## config.mk

```make
export PLATFORM = sky130hd
export DESIGN_NAME = car_reset_seq
export DESIGN_NICKNAME = d
export VERILOG_FILES = /design/src/rtl/car_reset_seq.sv
export SDC_FILE = /design/constraint.sdc
export NUM_CORES = 1
export LEC_CHECK = 0
export ABC_AREA = 1
export BUFFER_PORTS_ARGS = -buffer_cell sky130_fd_sc_hd__buf_2
export CORE_UTILIZATION = 65
export DETAILED_ROUTE_END_ITERATION = 7
export PLACE_DENSITY = 0.83
export SLEW_MARGIN = 20
export SYNTH_ARGS = -nofsm -noshare
export SYNTH_HDL_FRONTEND = slang
export SYNTH_SLANG_ARGS = --single-unit
```

## constraint.sdc

```tcl
create_clock -name sysclk -period 3 [get_ports sysclk]
set_clock_uncertainty 0.15 [all_clocks]
set_input_delay 0.3 -clock sysclk [delete_from_list [all_inputs] [get_ports sysclk]]
set_output_delay 0.3 -clock sysclk [all_outputs]
set_load 0.01 [all_outputs]
```

## src/rtl/car_reset_seq.sv

```systemverilog
// Staged reset sequencer for the arcade core: releases video, CPU and sound resets
// in order after DCM lock, restarts on a debounced button, and re-resets CPU/sound on watchdog expiry.
module car_reset_seq #(
    parameter int HOLD_CYCLES  = 4095,
    parameter int STAGE_CYCLES = 255,
    parameter int WDOG_CYCLES  = 1048575,
    parameter int DEB_CYCLES   = 1023,
    parameter int CW           = 20
) (
    input  logic       sysclk,
    input  logic       reset_n,
    input  logic       dcm_locked,
    input  logic       button,
    input  logic       wdog_en,
    input  logic       wdog_clr,
    output logic       reset_vid,
    output logic       reset_cpu,
    output logic       reset_snd,
    output logic       wdog_fired,
    output logic [2:0] state
);

    typedef enum logic [2:0] {
        S_HOLD = 3'd0,
        S_VID  = 3'd1,
        S_CPU  = 3'd2,
        S_RUN  = 3'd3,
        S_WDOG = 3'd4
    } st_t;

    localparam logic [CW-1:0] HOLD_LAST  = CW'(HOLD_CYCLES - 1);
    localparam logic [CW-1:0] STAGE_LAST = CW'(STAGE_CYCLES - 1);
    localparam logic [CW-1:0] WDOG_LAST  = CW'(WDOG_CYCLES - 1);
    localparam logic [CW-1:0] DEB_MAX    = CW'(DEB_CYCLES);

    st_t           st;
    logic          lock_m, lock_s;
    logic          btn_m, btn_s;
    logic [CW-1:0] deb_cnt;
    logic          btn_db;
    logic [CW-1:0] cnt;
    logic [CW-1:0] wcnt;

    assign state  = st;
    assign btn_db = (deb_cnt == DEB_MAX);

    always_ff @(posedge sysclk or negedge reset_n) begin
        if (!reset_n) begin
            lock_m <= 1'b0;
            lock_s <= 1'b0;
            btn_m  <= 1'b0;
            btn_s  <= 1'b0;
        end else begin
            lock_m <= dcm_locked;
            lock_s <= lock_m;
            btn_m  <= button;
            btn_s  <= btn_m;
        end
    end

    // Saturating debounce: only a press held DEB_CYCLES synchronized cycles counts.
    always_ff @(posedge sysclk or negedge reset_n) begin
        if (!reset_n)
            deb_cnt <= '0;
        else if (!btn_s)
            deb_cnt <= '0;
        else if (deb_cnt != DEB_MAX)
            deb_cnt <= deb_cnt + 1'b1;
    end

    // Outputs are assigned alongside every state change so they track state on the same edge.
    always_ff @(posedge sysclk or negedge reset_n) begin
        if (!reset_n) begin
            st         <= S_HOLD;
            cnt        <= '0;
            wcnt       <= '0;
            reset_vid  <= 1'b1;
            reset_cpu  <= 1'b1;
            reset_snd  <= 1'b1;
            wdog_fired <= 1'b0;
        end else if (!lock_s || btn_db) begin
            st        <= S_HOLD;
            cnt       <= '0;
            wcnt      <= '0;
            reset_vid <= 1'b1;
            reset_cpu <= 1'b1;
            reset_snd <= 1'b1;
            if (btn_db)
                wdog_fired <= 1'b0;
        end else begin
            case (st)
                S_HOLD: begin
                    if (cnt == HOLD_LAST) begin
                        st        <= S_VID;
                        cnt       <= '0;
                        reset_vid <= 1'b0;
                        reset_cpu <= 1'b1;
                        reset_snd <= 1'b1;
                    end else begin
                        cnt <= cnt + 1'b1;
                    end
                end
                S_VID: begin
                    if (cnt == STAGE_LAST) begin
                        st        <= S_CPU;
                        cnt       <= '0;
                        reset_vid <= 1'b0;
                        reset_cpu <= 1'b0;
                        reset_snd <= 1'b1;
                    end else begin
                        cnt <= cnt + 1'b1;
                    end
                end
                S_CPU: begin
                    if (cnt == STAGE_LAST) begin
                        st        <= S_RUN;
                        cnt       <= '0;
                        wcnt      <= '0;
                        reset_vid <= 1'b0;
                        reset_cpu <= 1'b0;
                        reset_snd <= 1'b0;
                    end else begin
                        cnt <= cnt + 1'b1;
                    end
                end
                S_RUN: begin
                    // A kick on the terminal count still wins, so the counter never wraps.
                    if (!wdog_en || wdog_clr) begin
                        wcnt <= '0;
                    end else if (wcnt == WDOG_LAST) begin
                        st         <= S_WDOG;
                        cnt        <= '0;
                        wdog_fired <= 1'b1;
                        reset_vid  <= 1'b0;
                        reset_cpu  <= 1'b1;
                        reset_snd  <= 1'b1;
                    end else begin
                        wcnt <= wcnt + 1'b1;
                    end
                end
                S_WDOG: begin
                    if (cnt == STAGE_LAST) begin
                        st        <= S_CPU;
                        cnt       <= '0;
                        reset_vid <= 1'b0;
                        reset_cpu <= 1'b0;
                        reset_snd <= 1'b1;
                    end else begin
                        cnt <= cnt + 1'b1;
                    end
                end
                default: begin
                    st        <= S_HOLD;
                    cnt       <= '0;
                    wcnt      <= '0;
                    reset_vid <= 1'b1;
                    reset_cpu <= 1'b1;
                    reset_snd <= 1'b1;
                end
            endcase
        end
    end

endmodule

```

==> results of run 1 <==
[Yosys cell counts]
library cell | instances | area (sq um)
nand2_1 | 237 | 890
nor2_1 | 101 | 379
nand3_1 | 79 | 395
dfrtp_1 | 68 | 1700
inv_1 | 64 | 240
o21ai_0 | 23 | 115
nand4_1 | 17 | 106
nor3_1 | 13 | 65.1
a21oi_1 | 9 | 45.0
xor2_1 | 9 | 78.8
nand3_2 | 8 | 80.1
buf_2 | 7 | 35.0
nor2_2 | 6 | 37.5
o2111ai_1 | 6 | 52.6
o21bai_1 | 6 | 45.0
clkbuf_1 | 5 | 18.8
ha_1 | 5 | 62.6
nor4_1 | 4 | 25.0
or2_2 | 4 | 25.0
dfstp_2 | 3 | 78.8
nand2_2 | 3 | 18.8
nand3b_1 | 3 | 22.5
inv_2 | 2 | 7.51
a31o_2 | 1 | 8.76
a31oi_1 | 1 | 6.26
and2_1 | 1 | 6.26
and2_4 | 1 | 8.76
buf_1 | 1 | 3.75
buf_12 | 1 | 20.0
buf_4 | 1 | 7.51
buf_6 | 1 | 11.3
buf_8 | 1 | 15.0
inv_4 | 1 | 6.26
inv_6 | 1 | 8.76
nand2_4 | 1 | 11.3
nand2_8 | 1 | 20.0
nand3_4 | 1 | 17.5
nor3_2 | 1 | 10.0
nor3_4 | 1 | 16.3
o211ai_1 | 1 | 7.51
o21a_1 | 1 | 7.51
xnor2_1 | 1 | 8.76
[worst max-delay path by stage]
stage,start,to,depth (start not counted)
6_report,deb_cnt[0],cnt[14],10
5_1_grt,deb_cnt[0],cnt[7],10
3_5_place_dp,deb_cnt[0],cnt[14],10
2_1_floorplan,deb_cnt[0],cnt[17],11
4_1_cts,deb_cnt[0],cnt[14],10
3_3_place_gp,deb_cnt[0],cnt[15],10
[metal layers]
metal  GRT usage (%)  routed length [microns]  vias up
met3            5.31                      956       17
met2            50.9                     5120      200
met1            47.6                     5150     2118
met4            10.6                      176        0
met5               0                        0        -
li1                -                        -     2278
[cell families (layout without fill, tap and decap cells)]
| group | after synthesis | after routing |
|---|---|---|
| buf+inv | 85 | 104 |
| simple gates | 482 | 482 |
| compound gates | 48 | 48 |
| xor+xnor | 10 | 10 |
| flops | 71 | 71 |
| fa+ha+maj | 5 | 5 |
[through the flow]
| stage | instances | total power [mW] | utilization [%] | hold WS, ps | cell area, sq um |
|---|---|---|---|---|---|
| floorplan | 701 | 1.53 | - | -146 | 4730 |
| global placement | 797 | 1.69 | 70.3 | 185 | 4860 |
| detailed placement | 797 | 1.70 | 70.3 | 200 | 4860 |
| CTS | 816 | 2.47 | 73.6 | 212 | 5080 |
| global route | 816 | 2.61 | 73.6 | 214 | 5080 |
| finish | 816 | 2.47 | 73.6 | 206 | 5080 |
[critical path, delay by kind of cell, from the launching register on]
family / cells / cell delay (ps)
DFF: 1 / 440
buffers and inverters: 1 / 340
and+or+nand+nor: 8 / 1240
adders and majority gates: 1 / 220
[state kept, by name, indices dropped and copies added (netlist names)]
signal      flops
reset_snd       1
btn_m           1
lock_m          1
lock_s          1
state           3
reset_cpu       1
deb_cnt        20
cnt            20
reset_vid       1
wcnt           20
wdog_fired      1
btn_s           1
[cell type report]
cell class / instances / share of cell area, %
repair buffers: 20 / 2.76
clock inverters: 7 / 1.45
inverters: 68 / 5.17
multi-input cells: 545 / 50.8
clock buffers: 9 / 2.44
flip-flops and latches: 71 / 35.0
well taps: 96 / 2.36
[power by group through the flow]
stage	logic, mW	clock network [mW]	registers [mW]
after floorplan	0.435	0	1.10
after global placement	0.590	0	1.10
after detailed placement	0.597	0	1.10
after CTS	0.604	0.787	1.08
after global routing	0.688	0.826	1.09
final	0.614	0.775	1.08
[timing repair]
item / 4_1_cts / 5_1_grt
hold buffers: 3 / 0
setup endpoints to repair: 0 / 0
resized for setup: 0 / 0
endpoints found under the hold margin: 31 / 0
==> run_results.csv, run 1 <==
group,metric,value,unit
floorplanning,io_pins,13,
place,place_congestion,0.974,
clock_tree,clk_latency,360,ps
cells_and_area,layout.cells.most_common,"nand2_1",
place,detailedPlace.worstSlack,523,ps
synthesis,synthesis.area,0.00473,sq mm
clock_tree,cts-root-buf,"clkbuf_8",
setup_path,cp_common_cell,"nand2_1",
worst_hold_path,hold_class,"flip-flop to flip-flop",
synthesis,yosysWarnings,0,
setup_path,end_kind,"flip-flop",
clock_tree,cts-buffers-inserted,9,
sta,timing.final.crit_share,83.5,%
floorplanning,core,0.00691,sq mm
global_route,antenna_found_initial,0,
worst_hold_path,hold_path_depth,0,
clock_tree,cts_sinks,71,
clock_tree,cts_tree,"done",
power,p_int,1.57,mW
global_route,grt_pass1_wl,19600,microns
power,combPwrFrac,24.8,%
floorplanning,rows,30,
setup_path,slowest_delay,440,ps
cells_and_area,layout_common_cells,"237 x nand2_1, 101 x nor2_1, 79 x nand3_1, 68 x dfrtp_1, 64 x inv_1",
synthesis,syn_area_per_cell,6.74,sq um
sta,timing.final.crit_period,2500,ps
setup_path,required,3090,ps
synthesis,synth_top_family_by_area,"simple AND/OR/NAND/NOR gates",
sta,final-hold-violation-count,0,
sta,fmax,399,MHz
synthesis,synthMuxAreaShare,0,%
global_route,grtUsageTotal,33.1,%
synthesis,synth.distinct_cells,42,
setup_path,rr_worst_depth,10,
sta,setup_ws,495,ps
sta,report.final.slew_viol_count,0,
cells_and_area,final_nets,726,
sta,finalSetupViolations,0,
routing,routed_wirelength,11400,microns
run_status,outcome,"completed",
setup_path,cp_slowest_cell,"dfrtp_1",
synthesis,synthSimpleGateAreaFrac,45.2,%
synthesis,synth_xor_area_share,1.85,%
routing,ant_nets,0,
worst_hold_path,min-delay-start,"btn_m",
clock_tree,htreeDepth,3,
cells_and_area,regArea,0.00178,sq mm
power,p_leak,2.35,nW
power,sequentialPowerShare,43.8,%
setup_path,worstSetupPathType,"flip-flop to flip-flop",
floorplanning,fp.dieH,87.3,microns
worst_hold_path,min_to,"btn_s",
power,powerDensity,486,mW/mm^2
floorplanning,die-area,0.00762,sq mm
routing,drt_pass1_iterations,6,
power,vdd_drop_max,0.305,mV
setup_path,regToRegEndpoint,"cnt[14]",
routing,via_count,4613,
sta,rsz0062_at_grt,"false",
synthesis,netlist_instances,701,
sta,setup-tns-final,0,ps
clock_tree,cts_buffer_depth,2,
cells_and_area,antenna_cells,0,
place,port_buffers,12,
cells_and_area,area_growth,7.54,%
clock_tree,cts_setup_buffers,0,
clock_tree,clk_pin_slew,80,ps
routing,viasPerCell,5.65,
routing,post_drt_wl_per_cell,14.0,microns
power,p_clk_share,31.3,%
synthesis,synth_seq_cells,71,
setup_path,reg2reg_slack,500,ps
routing,drc,0,
setup_path,path_cells,"ha_1 > nand3_1 > nor3_4 > nand3_4 > nand2_8 > nor2_2 > nand2_1 > inv_1 > nand2_1 > nand2_1",
cells_and_area,drive_above_1_share,9.72,%
floorplanning,die_w,87.3,microns
flow_run,maxCapViolCount,0,
setup_path,crit_fanout,14,
setup_path,r2r-start,"deb_cnt[0]",
global_route,gr-total-overflow,0,
power,p_switching,903,uW
place,place_hpwl,8230,microns
sta,max_slew.worst_pin.slew,730,ps
setup_path,start_kind,"flip-flop",
floorplanning,start_util,68.4,%
power,swShare,36.5,%
setup_path,arrival,2600,ps
synthesis,synth_nets,712,
global_route,grt_max_degree,43,
cells_and_area,multiInputGateArea,0.00258,sq mm
global_route,grt_pass1_vias,4152,
routing,first_iter_violations,491,
synthesis,ys_seq_area_share,37.7,%
synthesis,synth_compound_area_share,6.09,%
synthesis,synth_fa_ha_area_share,1.32,%
cells_and_area,num-fill-cells,583,
sta,slew_headroom,51.4,%
Power figures use the tool's default switching activity.
==> run 2, diff against run 1 <==
--- a/config.mk
+++ b/config.mk
@@ -7,9 +7,9 @@
 export LEC_CHECK = 0
 export ABC_AREA = 1
 export BUFFER_PORTS_ARGS = -buffer_cell sky130_fd_sc_hd__buf_2
-export CORE_UTILIZATION = 65
+export CORE_UTILIZATION = 63
 export DETAILED_ROUTE_END_ITERATION = 7
-export PLACE_DENSITY = 0.83
+export PLACE_DENSITY = 0.8
 export SLEW_MARGIN = 20
 export SYNTH_ARGS = -nofsm -noshare
 export SYNTH_HDL_FRONTEND = slang
==> constraint.sdc (replaced) <==
create_clock -name sysclk -period 2.4 [get_ports sysclk]
set_clock_uncertainty 0.15 [all_clocks]
set_input_delay 0.24 -clock sysclk [delete_from_list [all_inputs] [get_ports sysclk]]
set_output_delay 0.24 -clock sysclk [all_outputs]
set_load 0.01 [all_outputs]
==> run 2 against run 1 <==
  * Clock power is 26% higher
  * Sequential cell count stayed put
  * Critical path type unchanged
  * Die area is 3.1% higher
  * Highest routed layer unchanged
  * Routed wire length is 0.98% higher
  * Largest cell class unchanged
  * Largest power group unchanged
  * Critical endpoint is now wcnt[2]
  * Combinational power is 28% higher
==> run_results.csv, run 2 (synthesis results as in run 1) <==
group,metric,value,unit
place,place_hpwl,8160,microns
clock_tree,cts_buffer_depth,2,
clock_tree,htreeDepth,3,
power,p_leak,2.38,nW
place,post_dp_cell_area,0.00491,sq mm
routing,viasPerCell,5.67,
sta,timing.final.crit_share,91.9,%
setup_path,crit_fanout,19,
floorplanning,fp.dieH,88.6,microns
routing,drt_pass1_iterations,5,
floorplanning,start_util,65.2,%
clock_tree,cts_tree,"done",
flow_run,maxCapViolCount,0,
worst_hold_path,hold_class,"flip-flop to flip-flop",
sta,timing.final.crit_period,2210,ps
cells_and_area,area_growth,8.71,%
cells_and_area,final_cell_area,0.00514,sq mm
floorplanning,die_w,88.6,microns
cells_and_area,layout_common_cells,"237 x nand2_1, 101 x nor2_1, 79 x nand3_1, 68 x dfrtp_1, 64 x inv_1",
power,vdd_drop_max,0.423,mV
power,finalPower,3.11,mW
setup_path,crit_family,"simple AND/OR/NAND/NOR gates",
routing,routed_wirelength,11500,microns
setup_path,cp_common_cell,"nand2_1",
setup_path,slowest_delay,440,ps
routing,via_count,4685,
global_route,grt_pass1_vias,4337,
clock_tree,cts_sinks,71,
run_status,outcome,"completed",
floorplanning,rows,31,
global_route,grtUsageTotal,31.9,%
routing,first_iter_violations,290,
clock_tree,ctsHoldBuffers,3,
sta,fmax,453,MHz
floorplanning,die-area,0.00785,sq mm
place,dp_cells,807,
global_route,grt_pass1_wl,19500,microns
setup_path,end_kind,"flip-flop",
clock_tree,cts_setup_buffers,0,
setup_path,required,2490,ps
sta,finalSetupViolations,0,
cells_and_area,final_nets,733,
routing,post_drt_wl_per_cell,13.9,microns
cells_and_area,top_regs,"cnt x20, deb_cnt x20, wcnt x20",
sta,rsz0062_at_grt,"false",
global_route,grt_max_degree,72,
sta,report.final.slew_viol_count,0,
clock_tree,cts_resized,0,
clock_tree,clk_pin_slew,70,ps
clock_tree,cts-buffers-inserted,9,
routing,drc,0,
place,place_congestion,0.926,
setup_path,worstSetupPathType,"flip-flop to flip-flop",
cells_and_area,layout.cells.most_common,"nand2_1",
setup_path,arrival,2300,ps
cells_and_area,drive_above_1_share,10.5,%
setup_path,start_kind,"flip-flop",
cells_and_area,final_cells,826,
sta,max_slew.worst_pin.slew,535,ps
sta,setup-tns-final,0,ps
place,port_buffers,12,
power,powerDensity,606,mW/mm^2
sta,final-hold-violation-count,0,
cells_and_area,antenna_cells,0,
floorplanning,core,0.00725,sq mm
clock_tree,clk_latency,360,ps
global_route,antenna_found_initial,0,
clock_tree,cts-root-buf,"clkbuf_8",
setup_path,path_buf_inv,2,
setup_path,cp_slowest_cell,"dfrtp_1",
setup_path,path_cells,"ha_1 > nand3_1 > nor3_4 > nand3_4 > nand2_8 > inv_6 > nand2_4 > inv_4 > nand2_1 > nand2_1",
global_route,gr-total-overflow,0,
routing,ant_nets,0,
floorplanning,io_pins,13,
sta,slew_headroom,64.3,%
cells_and_area,num-fill-cells,616,
-- run 2: cell count changes in the layout (fill, tap and decap cells not counted), sizes merged --
| cell | change |
|---|---|
| inv | +2 |
| buf | +7 |
| clkbuf | +1 |
| clkinv | -3 |
-- run 2: routing by layer --
metal	vias to the layer above	global-route usage [%]	share of wire, %
met5	-	0	0
met4	0	16.1	3.3
met3	45	5.97	5.1
met2	163	53.6	49
met1	2176	39.3	43
li1	2301	-	-
-- run 2: layout make-up --
cell class              count  area [sq um]  area share (%)
multi-input cells         545          2580            50.3
flip-flops and latches     71          1780            34.6
inverters                  68           263            5.11
repair buffers             27           193            3.75
clock buffers              10           128            2.48
well taps                  99           124            2.41
clock inverters             6          68.8            1.34
-- run 2: worst register-to-register path: stages, from the launching register on --
cell     delay (ps)
dfrtp_1         440
ha_1            220
nand3_1         170
nor3_4          230
nand3_4         150
nand2_8         140
inv_6           100
nand2_4         210
inv_4           150
nand2_1          90
nand2_1          60
-- run 2: path summary, 6_finish.rpt --
check / end / slack, ps / cells past startpoint / startpoint
max reg2reg: wcnt[2] / 190 / 10 / deb_cnt[0]
min in group asynchronous: cnt[4] / 280 / 3 / reset_n
max: wcnt[2] / 190 / 10 / deb_cnt[0]
min: btn_s / 200 / 0 / btn_m
min reg2reg: btn_s / 200 / 0 / btn_m
max in group asynchronous: reset_snd / 1470 / 3 / reset_n
-- run 2: power breakdown --
part / internal (mW) / switching [mW] / leakage (nW)
Clock: 0.488 / 0.487 / 0.0973
Combinational: 0.219 / 0.570 / 1.32
Sequential: 1.27 / 0.0758 / 0.961
Total: 1.98 / 1.13 / 2.38
-- run 2: per-stage QoR --
stage	utilization, %	hold WS [ps]	setup WS [ps]
global route	70.8	209	8.85
detailed placement	67.7	146	242
global placement	67.7	146	321
floorplan	-	-206	495
finish	70.8	200	194
CTS	70.8	204	225
==> run 3, diff against run 2 <==
--- a/config.mk
+++ b/config.mk
@@ -7,9 +7,9 @@
 export LEC_CHECK = 0
 export ABC_AREA = 1
 export BUFFER_PORTS_ARGS = -buffer_cell sky130_fd_sc_hd__buf_2
-export CORE_UTILIZATION = 63
+export CORE_UTILIZATION = 57
 export DETAILED_ROUTE_END_ITERATION = 7
-export PLACE_DENSITY = 0.8
+export PLACE_DENSITY = 0.77
 export SLEW_MARGIN = 20
 export SYNTH_ARGS = -nofsm -noshare
 export SYNTH_HDL_FRONTEND = slang
==> constraint.sdc (replaced) <==
create_clock -name sysclk -period 2 [get_ports sysclk]
set_clock_uncertainty 0.15 [all_clocks]
set_input_delay 0.2 -clock sysclk [delete_from_list [all_inputs] [get_ports sysclk]]
set_output_delay 0.2 -clock sysclk [all_outputs]
set_load 0.05 [all_outputs]
==> run 3 against run 2 <==
  * Sequential cell count stayed put
  * Routed wire length increased by 8.1%
  * Hold slack improved by 4.1 ps
  * Largest cell class unchanged
==> run_results.csv, run 3 (synthesis results as in run 1) <==
group,metric,value,unit
setup_path,end_kind,"flip-flop",
setup_path,required,2100,ps
sta,setup-tns-final,0,ps
routing,first_iter_violations,285,
routing,viasPerCell,5.56,
routing,drc,0,
routing,ant_nets,0,
run_status,outcome,"completed",
clock_tree,cts-buffers-inserted,9,
global_route,antenna_found_initial,0,
clock_tree,clk_pin_slew,90,ps
place,port_buffers,12,
sta,max_slew.worst_pin.slew,444,ps
sta,timing.final.crit_share,94.6,%
clock_tree,cts_sinks,71,
cells_and_area,layout_common_cells,"229 x nand2_1, 94 x nor2_1, 77 x nand3_1, 66 x dfrtp_1, 63 x inv_1",
worst_hold_path,hold_class,"flip-flop to flip-flop",
floorplanning,die_w,93.1,microns
place,place_congestion,0.971,
cells_and_area,drive_above_1_share,17.5,%
sta,fmax,528,MHz
cells_and_area,antenna_cells,0,
floorplanning,fp.dieH,93.1,microns
setup_path,worstSetupPathType,"flip-flop to flip-flop",
global_route,grt_pass1_wl,20900,microns
sta,slew_headroom,70.2,%
cells_and_area,area_growth,17.5,%
sta,finalSetupViolations,0,
clock_tree,htreeDepth,3,
global_route,grtUsageTotal,30.9,%
global_route,grt_pass1_vias,4520,
sta,report.final.slew_viol_count,0,
power,finalPower,4.17,mW
cells_and_area,final_nets,768,
sta,timing.final.crit_period,1890,ps
floorplanning,die-area,0.00866,sq mm
place,place_hpwl,8610,microns
routing,drt_pass1_iterations,7,
cells_and_area,final_cell_area,0.00556,sq mm
floorplanning,core,0.00789,sq mm
sta,final-hold-violation-count,0,
cells_and_area,top_regs,"cnt x20, deb_cnt x20, wcnt x20",
routing,post_drt_wl_per_cell,14.4,microns
global_route,grt_max_degree,72,
routing,routed_wirelength,12500,microns
global_route,gr-total-overflow,0,
power,vdd_drop_max,0.488,mV
clock_tree,cts_tree,"done",
routing,via_count,4805,
clock_tree,cts_buffer_depth,2,
power,p_leak,2.58,nW
floorplanning,rows,32,
setup_path,arrival,1990,ps
setup_path,start_kind,"flip-flop",
floorplanning,start_util,59.9,%
flow_run,maxCapViolCount,0,
setup_path,crit_fanout,7,
clock_tree,clk_latency,360,ps
power,powerDensity,750,mW/mm^2
cells_and_area,layout.cells.most_common,"nand2_1",
place,post_dp_cell_area,0.00515,sq mm
floorplanning,io_pins,13,
cells_and_area,final_util,70.4,%
place,detailedPlace.worstSlack,15.9,ps
sta,rsz0062_at_grt,"true",
clock_tree,cts-root-buf,"clkbuf_8",
sta,setup_ws,108,ps
## run 3: cell count changes in the layout (fill, tap and decap cells not counted), moves of 2 or more
cell and change:
buf_12 +4, nand3_1 -2, nor2_1 -7, nand2_2 +7, buf_4 +30, nor2_4 +2
clkinvlp_4 +2, nand2_1 -8, dfrtp_2 +2, dfrtp_1 -2, nor2_2 +5
## run 3: power breakdown
group          internal, mW  switching (mW)
combinational         0.363           0.898
sequential             1.53          0.0810
clock                 0.704           0.589
## run 3: routing by layer
metal | global-route usage (%) | share of wire [%]
met3 | 5.69 | 6.4
met1 | 38.2 | 41
met2 | 53.3 | 49
met4 | 11.9 | 2.8
met5 | 0 | 0
## run 3: final timing paths
kind | slack [ps] | from | to | depth (start not counted)
max | 110 | deb_cnt[0] | cnt[16] | 10
min | 200 | lock_m | lock_s | 0
max reg2reg | 110 | deb_cnt[0] | cnt[16] | 10
min reg2reg | 200 | lock_m | lock_s | 0
max in group asynchronous | 1100 | reset_n | reset_snd | 3
min in group asynchronous | 230 | reset_n | cnt[13] | 3
## run 3: through the flow
step / hold slack (ps) / std cells
5_1_grt: 212 / 864
2_1_floorplan: -246 / 701
3_3_place_gp: 105 / 836
4_1_cts: 205 / 857
6_report: 204 / 864
3_5_place_dp: 111 / 836
## run 3: cell type report
class                      count  area (sq um)
clock inverter                 7          95.1
fill                         667          2330
multi-input combinational    545          2660
tap                          102           128
inverter                      68           267
sequential                    71          1780
clock buffer                   9           124
timing repair inverter         1          7.51
timing repair buffer          61           498
## run 3: worst max-delay path, cell delays in order, from the launching register on
cell	delay, ps
dfrtp_1	360
ha_2	220
nand3_4	100
nor3_4	180
nand3_4	130
nand2_8	110
nor2_2	50
nand2_4	110
clkinvlp_4	200
nand2_1	110
nand2_1	50
## run 3: repair_timing
action	4_1_cts	5_1_grt
setup buffers	1	7
hold buffers	3	0
pin swaps	2	10
endpoints found under the hold margin	70	0
setup endpoints to repair	1	48
resized for setup	5	21
cloned	1	0
